$ cat src/rtl/uart_rx_fifo.sv
// UART receiver with synchronised input, mid-bit sampling, optional parity,
// stop-bit checking and a show-ahead receive FIFO with sticky overrun.
module uart_rx_fifo #(
  parameter int CLK_FREQ   = 50000000,
  parameter int BAUD_RATE  = 115200,
  parameter int DATA_BITS  = 8,
  parameter int FIFO_DEPTH = 4
) (
  input  logic                          clk,
  input  logic                          rst_n,
  input  logic                          wr_cfg_i,
  input  logic [15:0]                   bit_period_i,
  input  logic [1:0]                    parity_i,
  input  logic                          rx_en_i,
  input  logic                          uart_rxd_i,
  input  logic                          rd_i,
  output logic                          rx_valid_o,
  output logic [DATA_BITS-1:0]          rx_data_o,
  output logic                          rx_parity_err_o,
  output logic                          rx_frame_err_o,
  output logic                          overrun_o,
  output logic [$clog2(FIFO_DEPTH):0]   fifo_count_o
);

  localparam int AW = $clog2(FIFO_DEPTH);
  localparam int CW = AW + 1;
  localparam int EW = DATA_BITS + 2;
  localparam logic [15:0] DEFAULT_BIT_PERIOD = 16'(CLK_FREQ / BAUD_RATE - 1);

  typedef enum logic [2:0] {S_IDLE, S_START, S_DATA, S_PARITY, S_STOP} state_e;

  logic                 rxd_m, rxd_s, rxd_q;
  logic [15:0]          bit_period_q;
  logic [1:0]           parity_q;
  state_e               state_q, state_d;
  logic [15:0]          cnt_q, cnt_d;
  logic [DATA_BITS-1:0] shift_q, shift_d;
  logic [3:0]           bit_cnt_q, bit_cnt_d;
  logic                 perr_q, perr_d;
  logic                 push;
  logic [EW-1:0]        push_entry;
  logic                 par_en, tick;

  // NOTE: sequential state uses non-blocking assignments so every flop samples
  // pre-edge values; blocking here would create order-dependent races.
  always_ff @(posedge clk) begin
    if (!rst_n) begin
      {rxd_m, rxd_s, rxd_q} <= 3'b111;
      bit_period_q          <= DEFAULT_BIT_PERIOD;
      parity_q              <= 2'b00;
    end else begin
      rxd_m <= uart_rxd_i;
      rxd_s <= rxd_m;
      rxd_q <= rxd_s;
      if (wr_cfg_i) begin
        bit_period_q <= bit_period_i;
        parity_q     <= parity_i;
      end
    end
  end

  assign par_en = (parity_q == 2'b01) || (parity_q == 2'b10);
  assign tick   = (cnt_q == 16'd0);

  always_ff @(posedge clk) begin
    if (!rst_n) begin
      state_q   <= S_IDLE;
      cnt_q     <= '0;
      shift_q   <= '0;
      bit_cnt_q <= '0;
      perr_q    <= 1'b0;
    end else begin
      state_q   <= state_d;
      cnt_q     <= cnt_d;
      shift_q   <= shift_d;
      bit_cnt_q <= bit_cnt_d;
      perr_q    <= perr_d;
    end
  end

  // NOTE: every signal driven here gets a default first so no path can leave
  // it unassigned, which would otherwise infer a latch.
  always_comb begin
    state_d    = state_q;
    cnt_d      = cnt_q;
    shift_d    = shift_q;
    bit_cnt_d  = bit_cnt_q;
    perr_d     = perr_q;
    push       = 1'b0;
    push_entry = {~rxd_s, perr_q, shift_q};
    if (wr_cfg_i || !rx_en_i) begin
      state_d = S_IDLE;
    end else begin
      unique case (state_q)
        S_IDLE: begin
          // Only a high-to-low transition starts a frame, so a held break is ignored.
          if (rxd_q && !rxd_s) begin
            cnt_d   = bit_period_q >> 1;
            state_d = S_START;
          end
        end
        S_START: begin
          if (!tick) cnt_d = cnt_q - 16'd1;
          else if (rxd_s) state_d = S_IDLE;
          else begin
            cnt_d     = bit_period_q;
            bit_cnt_d = '0;
            perr_d    = 1'b0;
            state_d   = S_DATA;
          end
        end
        S_DATA: begin
          if (!tick) cnt_d = cnt_q - 16'd1;
          else begin
            shift_d   = {rxd_s, shift_q[DATA_BITS-1:1]};
            cnt_d     = bit_period_q;
            bit_cnt_d = bit_cnt_q + 4'd1;
            if (bit_cnt_q == 4'(DATA_BITS - 1)) state_d = par_en ? S_PARITY : S_STOP;
          end
        end
        S_PARITY: begin
          if (!tick) cnt_d = cnt_q - 16'd1;
          else begin
            // Odd mode (2'b10) expects the inverted XOR of the data.
            perr_d  = rxd_s != ((^shift_q) ^ parity_q[1]);
            cnt_d   = bit_period_q;
            state_d = S_STOP;
          end
        end
        S_STOP: begin
          if (!tick) cnt_d = cnt_q - 16'd1;
          else begin
            push    = 1'b1;
            state_d = S_IDLE;
          end
        end
        default: state_d = S_IDLE;
      endcase
    end
  end

  logic [EW-1:0] mem [FIFO_DEPTH];
  logic [AW:0]   wr_ptr, rd_ptr;
  logic [CW-1:0] count;
  logic          full, empty, pop, push_ok;
  logic [EW-1:0] head;

  assign count   = wr_ptr - rd_ptr;
  assign full    = (count == CW'(FIFO_DEPTH));
  assign empty   = (count == '0);
  assign pop     = rd_i && !empty;
  assign push_ok = push && (!full || pop);

  always_ff @(posedge clk) begin
    if (!rst_n) begin
      wr_ptr    <= '0;
      rd_ptr    <= '0;
      overrun_o <= 1'b0;
    end else begin
      if (push_ok) wr_ptr <= wr_ptr + CW'(1);
      if (pop)     rd_ptr <= rd_ptr + CW'(1);
      if (wr_cfg_i)                 overrun_o <= 1'b0;
      else if (push && full && !pop) overrun_o <= 1'b1;
    end
  end

  // NOTE: storage is left unreset; entries are only visible once written, and
  // the outputs are gated to zero while the FIFO is empty.
  always_ff @(posedge clk) begin
    if (push_ok) mem[wr_ptr[AW-1:0]] <= push_entry;
  end

  assign head            = mem[rd_ptr[AW-1:0]];
  assign rx_valid_o      = !empty;
  assign rx_data_o       = empty ? '0 : head[DATA_BITS-1:0];
  assign rx_parity_err_o = !empty && head[DATA_BITS];
  assign rx_frame_err_o  = !empty && head[DATA_BITS+1];
  assign fifo_count_o    = count;

endmodule

$ cat config.mk
export PLATFORM = sky130hd
export DESIGN_NAME = uart_rx_fifo
export DESIGN_NICKNAME = d
export VERILOG_FILES = /design/src/rtl/uart_rx_fifo.sv
export SDC_FILE = /design/constraint.sdc
export NUM_CORES = 1
export LEC_CHECK = 0
export CORE_ASPECT_RATIO = 0.75
export CORE_MARGIN = 8
export CORE_UTILIZATION = 53
export CTS_CLUSTER_DIAMETER = 50
export DETAILED_ROUTE_END_ITERATION = 10
export HOLD_SLACK_MARGIN = 0.12
export PLACE_DENSITY = 0.72
export SETUP_SLACK_MARGIN = 0.2
export SYNTH_ARGS = -nofsm -noshare
export SYNTH_HDL_FRONTEND = slang
export SYNTH_SLANG_ARGS = --single-unit
$ cat constraint.sdc
create_clock -name clk -period 2.66 [get_ports clk]
set_input_delay 0.266 -clock clk [delete_from_list [all_inputs] [get_ports clk]]
set_output_delay 0.266 -clock clk [all_outputs]
set_load 0.01 [all_outputs]
After elaboration in Yosys (flattened, before gate mapping)

Memory sizes are Yosys's and may differ from the RTL's. A register that Yosys moved wholly into a read port is not among the register bits.
Index checks and enable logic that the tools add are counted.

Input port bits: 24
Memories kept: 1
Word-level logic and storage cells: 102
Bits in writable memories: 40
Register bits after elaboration: 60
Output and inout port bits: 15

Memories:

| name | words | width | read ports | clocked after Yosys merged registers in | write ports | RTL line | RTL |
|---|---|---|---|---|---|---|---|
| mem  | 4     | 10    | 1          | 1                                       | 1           | 142      | `logic [EW-1:0] mem [FIFO_DEPTH];` |

Reduce and logical (&&, ||, !) cells: 30
Eq/ne operators: 18
Bitwise gates (word level): 4
Add/subtract/negate cells: 5
Mux-type cells: 31

Operators by type and width:

| kind                                                | count |
|---|---|
| 2-to-1 mux 16 bit                                   | 5 |
| one-hot mux 16 bit (4 select lines)                 | 1 |
| 2-to-1 mux 3 bit                                    | 7 |
| zero test 16 bit                                    | 1 |
| inequality test 2 bit (second input constant)       | 8 |
| subtractor 16 x 1 -> 16 bit (second input constant) | 1 |
| one-hot mux 3 bit (5 select lines)                  | 1 |
| AND reduction 5 bit                                 | 3 |
| 2-to-1 mux 4 bit                                    | 3 |
| 2-to-1 mux 1 bit                                    | 8 |
| 2-to-1 mux 8 bit                                    | 1 |
| one-hot mux 4 bit (2 select lines)                  | 1 |
| parity 8 bit                                        | 1 |
| logical AND 1 bit                                   | 7 |
| adder 3 x 1 -> 3 bit (second input constant)        | 2 |
| == test 3 x 2 -> 1 bit (second input constant)      | 2 |
| == test 3 bit (second input constant)               | 2 |
| zero test 3 bit                                     | 2 |
| 2-to-1 mux 2 bit                                    | 3 |
| AND reduction 6 bit                                 | 1 |
| OR reduction 2 bit                                  | 3 |
| zero test 1 bit                                     | 5 |
| adder 4 x 1 -> 4 bit (second input constant)        | 1 |
| == test 4 x 3 -> 1 bit (second input constant)      | 1 |
| 13 further kinds                                    | 18 |

Logic depth before layout (Yosys ltp)

Gate-level depths: netlist of run 1.

Depth after elaboration: 8
Gate-level depth with buffers: 9
Depth with buffers taken out: 9

Worst setup path before layout of run 1

OpenSTA, ideal clock, no wires.

Kind: reg-to-reg
From: register wr_ptr[0]
To: memory mem[0][0] (netlist name) (enable)
Cell stages (with the launch flop): 9
Clock period less this slack: 2,505 ps
Data required time: 2,284 ps
Setup time: 376 ps
Path buffers: 0
Arrival time: 2,129 ps
Slack: 155 ps
Path through: dfxtp_1 -> inv_1 -> ha_1 -> fa_1 -> xor2_1 -> xnor2_1 -> nor4_1 -> nand3b_4 -> nor2_1

Longest elaborated chain between the ends: 8
Elaborated cells on any way between the ends: 10
Those cells by class: add/sub (1); eq/ne (1); mux (2); reduce/logical (6)

Ends and longest elaborated chain:

| what                                   | RTL line | RTL |
|---|---|---|
| from (decl)                            | 143      | `logic [AW:0] wr_ptr, rd_ptr;` |
| from (signal assigned)                 | 160      | `if (push_ok) wr_ptr <= wr_ptr + CW'(1);` |
| subtractor 3 bit                       | 148      | `assign count = wr_ptr - rd_ptr;` |
| zero test 3 bit                        | 150      | `assign empty = (count == '0);` |
| zero test 1 bit                        | 151      | `assign pop = rd_i && !empty;` |
| logical AND 1 bit                      | 151      |  |
| logical OR 1 bit                       | 152      | `assign push_ok = push && (!full \|\| pop);` |
| logical AND 1 bit                      | 152      |  |
| 2-to-1 mux 1 bit                       | 170      | `if (push_ok) mem[wr_ptr[AW-1:0]] <= push_entry;` |
| 2-to-1 mux 1 bit (not written as such) | 170      |  |
| to (decl)                              | 142      |  |

Several ways; a longest one is shown, not always the timed one.

Final worst setup path of run 1

From: register wr_ptr[0]
To: output rx_data_o[3]

Longest elaborated chain between the ends: 3

Ends and longest elaborated chain:

| what             | RTL line | RTL |
|---|---|---|
| subtractor 3 bit | 148      |  |
| zero test 3 bit  | 150      |  |
| 2-to-1 mux 8 bit | 175      | `assign rx_data_o = empty ? '0 : head[DATA_BITS-1:0];` |
| to (decl)        | 18       | `output logic [DATA_BITS-1:0] rx_data_o,` |

No other way between the ends.

==> metrics.cfg, run 1 <==
[synthesis]
syn_area_per_cell_sq_um = 10.7
ys.flop_type = dfxtp_1
synth-seq-area-share_pct = 49.5
synth_seq_cells = 102
synth_area_leaders = dfxtp_1 (25%), edfxtp_1 (24%), mux4_2 (4.6%)
synth.most_common_cell = dfxtp_1
synthesis.nets = 494
synth-edff-count = 40
synth_commonest_cells = dfxtp_1 (62), nand2_1 (48), edfxtp_1 (40)
synth_cells = 460
yosysTopAreaCell = dfxtp_1
synthesis.area_sq_um = 4940
postSynth.asyncResetShare_pct = 0
yosysWarningCount = 0
yosys.cell_types.count = 68
synth_top_area_share_pct = 25.1

[timing]
max_freq_ghz = 0.406
rsz0062_at_grt = yes
fin_crit_sh_pct = 92.6
clock-skew-final_ps = 9.76
slew_headroom_pct = 57.6
tightestPinTransition_ps = 636
hold_viol = 0
slew_viol_final = 0
finalSetupViolCount = 0
min_period_ps = 2460

[detailed_routing]
ant_nets = 0
drt_iter0_drc = 465
remaining_drc_errors = 0
wire_per_inst_um = 18.5
vias = 3697
avgViaCountPerCell = 5.71
first_pass_iters = 5
wl_um = 11900

[clock_network]
clock_latency_ps = 350
cts_buffers = 9
h-tree-depth = 3
clk_pin_slew_worst_paths_ps = 70
cts_tree = built
root_buffer = clkbuf_16
cts_hold_buf = 0
cts.sinks = 102
cts_buffer_depth = 2

[power]
p_leak_uw = 0.00223
p_seq_share_pct = 41.1
comb_power_share_pct = 29.1
p_per_area_nw_per_um2 = 688
switchingPower_uw = 1150
internal-power_uw = 2980
vdd_drop_max_uv = 328
clockPowerShare_pct = 29.8
swShare_pct = 27.9

[floorplan]
start_util_pct = 54.6
rows = 30
die_height_um = 99.6
die_w_um = 127
io_pins = 39
die-area_sq_um = 12700
core_sq_um = 9050

[grt]
grt_max_degree = 33
grt_pass1_vias = 3551
antenna_found_initial = 0
grt_pass1_wl_um = 19500
track_usage_pct = 19.8
grt_overflow = 0

[worst_setup_path]
end_kind = output pin
critical_path.startpoint = wr_ptr[0]
r2r-start = wr_ptr[0]
rr_endpoint = wr_ptr[2]
arrival_ps = 2200
startpoint_type = flop
path_class = reg2out
r2r_slack_ps = 260
critPathMostFrequentCell = buf_6
crit_family = adder cells
crit_cells = 9
reg2regPathDepth = 11
max_stage_delay_ps = 400
critPathRequiredTime_ps = 2390
critPathBufInv = 3
path_cells = inv_2 -> ha_4 -> fa_2 -> xor2_2 -> xnor2_2 -> nand3_2 -> buf_6 -> and2_4 -> buf_6
crit_slowest_cell = fa_2
cp-endpoint = rx_data_o[3]
cp_max_fo = 7

[final_layout]
final_nets = 548
n_antenna_cell = 0
drive_above_1_share_pct = 21.0
utilization_pct = 66.5
final_cell_count_no_fill = 647
post-route-cell-area_sq_um = 6010
area_growth_pct = 21.8

[placement]
detailed_place_hpwl_um = 8540
place_inst = 623
gp_congestion = 0.876
place_area_sq_um = 5510
io_buffer_count = 38

[hold_path]
hp-class = in2reg

[run_status]
status = complete, no violations

[job]
cap_violations = 0

[through the flow]
stage	hold WS [ps]	total power, uW	worst slack [ps]	TNS (ps)
6_report	363	4140	196	0
2_1_floorplan	367	2230	155	0
3_3_place_gp	395	2650	33.1	0
5_1_grt	390	4310	110	0
4_1_cts	369	3910	192	0
3_5_place_dp	404	2680	-156	-2510
[worst min-delay path by stage]
stage / startpoint / endpoint / slack, ps / cells after the start
after floorplan: uart_rxd_i / rxd_m / 370 / 1
after global placement: rxd_m / rxd_s / 390 / 1
after detailed placement: rxd_m / rxd_s / 400 / 1
after CTS: rst_n / rxd_q / 370 / 2
after global routing: rst_n / rxd_q / 390 / 2
final: rst_n / rxd_q / 360 / 2
[state kept, by name, indices dropped and copies added, names as in the netlist, named ones only]
register,cells
mem,40
bit_period_q,16
cnt_q,16
shift_q,8
bit_cnt_q,4
rd_ptr,3
state_q,3
wr_ptr,3
parity_q,2
overrun_o,1
perr_q,1
rxd_m,1
rxd_q,1
rxd_s,1
[worst reg2reg max path: stages (launching register included)]
cell      delay [ps]
dfxtp_2          330
inv_2             50
ha_4             150
fa_2             400
xor2_2           170
xnor2_2          190
buf_4            170
nor4_4            40
nand3b_4         240
buf_6            180
or3_1            310
a21boi_1         110
[metal layers]
| layer | routed length (um) | part of all wire, % | vias to the layer above | global-route usage, % |
|---|---|---|---|---|
| met5 | 0 | 0 | - | 0 |
| met4 | 92 | 0.77 | 0 | 4.01 |
| met2 | 4970 | 42 | 139 | 26.4 |
| met3 | 1080 | 9.0 | 8 | 6.52 |
| li1 | - | - | 1781 | - |
| met1 | 5810 | 49 | 1769 | 29.8 |
[cells in the final DEF, fill, tap and decap left out, types with 10 or more instances in the layout]
master | synthesis | final
xnor2_1 | 14 | 12
edfxtp_1 | 40 | 40
buf_6 | 1 | 14
a21oi_1 | 21 | 21
nor2_1 | 23 | 19
inv_1 | 16 | 15
nor2b_1 | 18 | 18
mux2i_1 | 21 | 21
dfxtp_1 | 62 | 59
buf_4 | 2 | 21
mux4_2 | 10 | 10
clkdlybuf4s50_1 | 0 | 25
and2_4 | 1 | 11
o21ai_0 | 21 | 21
nand2_1 | 48 | 48
[layout make-up]
| type | count | area [sq um] |
|---|---|---|
| Tap cell | 128 | 160 |
| Clock buffer | 9 | 225 |
| Clock inverter | 7 | 55.1 |
| Multi-Input combinational cell | 320 | 2440 |
| Timing Repair Buffer | 65 | 624 |
| Inverter | 16 | 60.1 |
| Fill cell | 679 | 3030 |
| Sequential cell | 102 | 2450 |
[repair_timing]
item,in CTS,in global routing
pin swaps,2,7
cloned,1,0
buffers inserted,3,4
resized for setup,62,29
setup endpoints to repair,52,57
[power groups by stage]
| stage | combinational, uW | clock (uW) | sequential [uW] |
|---|---|---|---|
| final | 1200 | 1230 | 1700 |
| after CTS | 954 | 1260 | 1700 |
| after detailed placement | 954 | 0 | 1730 |
| after global routing | 1280 | 1330 | 1700 |
| after global placement | 928 | 0 | 1730 |
| after floorplan | 528 | 0 | 1710 |
[kinds of logic after synthesis]
| family | synth area share (%) |
|---|---|
| compound gates | 14.0 |
| simple gates | 18.8 |
| flops | 49.5 |
| fa+ha+maj | 2.69 |
| xor+xnor | 2.84 |
| mux | 8.82 |
| buf+inv | 3.32 |
Power figures use the tool's default switching activity.
==> run 2, diff against run 1 <==
--- a/config.mk
+++ b/config.mk
@@ -12,6 +12,7 @@
 export DETAILED_ROUTE_END_ITERATION = 10
 export HOLD_SLACK_MARGIN = 0.12
 export PLACE_DENSITY = 0.72
+export RECOVER_POWER = 25
 export SETUP_SLACK_MARGIN = 0.2
 export SYNTH_ARGS = -nofsm -noshare
 export SYNTH_HDL_FRONTEND = slang
==> run 2 against run 1 <==
Flip-flop and latch count stayed put. Combinational power is essentially flat. Largest cell class unchanged. Critical endpoint unchanged. Sequential share of layout area about the same. Worst setup slack got worse by 1.3 ps. Critical path depth unchanged. Highest routed layer unchanged. Cell count is the same.
==> metrics.cfg, run 2 (same netlist as run 1, synthesis figures left out) <==
[clock_network]
cts_buffer_depth = 2
cts_hold_buf = 0
cts_tree = built
h-tree-depth = 3
clk_pin_slew_worst_paths_ps = 70
root_buffer = clkbuf_16
clock_latency_ps = 350
cts.sinks = 102
cts_buffers = 9

[floorplan]
die_w_um = 127
die-area_sq_um = 12700
io_pins = 39
core_sq_um = 9050
start_util_pct = 54.6
rows = 30
die_height_um = 99.6

[timing]
tightestPinTransition_ps = 1290
min_period_ps = 2470
finalSetupViolCount = 0
fin_crit_sh_pct = 92.7
rsz0062_at_grt = yes
slew_headroom_pct = 14.3
clock-skew-final_ps = 9.89
slew_viol_final = 0
max_freq_ghz = 0.406
hold_viol = 0

[final_layout]
final_cell_count_no_fill = 647
final_common_cell = dfxtp_1
drive_above_1_share_pct = 20.8
utilization_pct = 66.5
largest_reg_flops = 40
layout_common_cells = dfxtp_1 (59), nand2_1 (48), edfxtp_1 (40)
n_fill_cell = 680
n_antenna_cell = 0
area_growth_pct = 21.8
final_nets = 548

[worst_setup_path]
critPathRequiredTime_ps = 2390
end_kind = output pin
startpoint_type = flop
arrival_ps = 2200
path_class = reg2out
cp_max_fo = 7

[grt]
grt_max_degree = 33
track_usage_pct = 19.8
grt_util_met1_pct = 29.8
grtUsageMet2_pct = 26.4
grt_pass1_wl_um = 19500
grt_overflow = 0
met3_usage_pct = 6.52
antenna_found_initial = 0
top_usage_layer = met1
grt_pass1_vias = 3551

[power]
clockPowerShare_pct = 29.9
p_seq_share_pct = 41.1
p_leak_uw = 0.00223
p_per_area_nw_per_um2 = 688
vdd_drop_max_uv = 328
internal-power_uw = 2980
switchingPower_uw = 1160
swShare_pct = 27.9
comb_power_share_pct = 29.1

[hold_path]
hp-class = reg2reg

[detailed_routing]
drt_iter0_drc = 465
wire_per_inst_um = 18.5
avgViaCountPerCell = 5.74
wl_um = 12000
first_pass_iters = 5
vias = 3714
remaining_drc_errors = 0
ant_nets = 0

[job]
cap_violations = 0

[run_status]
status = complete, no violations

[placement]
gp_congestion = 0.876
io_buffer_count = 38
place_inst = 623
detailed_place_hpwl_um = 8540

[run 2: final timing paths]
kind	from	end	cells past startpoint	slack [ps]
min	rxd_m	rxd_s	1	420
max reg2reg	wr_ptr[0]	wr_ptr[2]	11	250
max	wr_ptr[0]	rx_data_o[3]	9	190
min reg2reg	rxd_m	rxd_s	1	420
[run 2: area by class of cell]
type | count | area (sq um) | area share (%)
multi-input combinational | 320 | 2440 | 40.6
sequential | 102 | 2450 | 40.7
timing repair buffer | 65 | 623 | 10.4
inverter | 16 | 60.1 | 0.999
clock buffer | 9 | 225 | 3.75
clock inverter | 7 | 55.1 | 0.916
tap | 128 | 160 | 2.66
[run 2: worst max-delay path, cell delays in order, from the launching register on]
cell	delay, ps
dfxtp_2	330
inv_2	50
ha_4	150
fa_2	400
xor2_2	170
xnor2_2	190
nand3_2	150
buf_6	160
and2_4	130
buf_6	110
[run 2: repair_timing]
item / 4_1_cts / 5_1_grt
endpoints found under the setup margin: 52 / 57
setup buffers: 3 / 4
pin swaps: 2 / 7
gates cloned: 1 / 0
gates resized for setup: 62 / 29
[run 2: power groups by stage]
stage	clock, uW	combinational (uW)	sequential, uW
6_report	1240	1200	1700
5_1_grt	1330	1280	1700
4_1_cts	1260	954	1700
3_5_place_dp	0	954	1730
3_3_place_gp	0	928	1730
2_1_floorplan	0	528	1710
[run 2: metrics by stage]
stage / setup slack, ps / hold slack [ps] / area, sq um / total power, uW / TNS, ps
detailed placement: -156 / 404 / 5510 / 2680 / -2510
floorplan: 155 / 367 / 4940 / 2230 / 0
global route: 110 / 458 / 6010 / 4310 / 0
CTS: 192 / 369 / 5830 / 3910 / 0
finish: 194 / 419 / 6010 / 4140 / 0
global placement: 33.1 / 395 / 5510 / 2650 / 0
[run 2: layer usage]
| layer | vias to the layer above | share of wire, % |
|---|---|---|
| li1 | 1784 | - |
| met1 | 1775 | 49 |
| met2 | 145 | 42 |
| met3 | 10 | 8.7 |
| met4 | 0 | 0.81 |
| met5 | - | 0 |
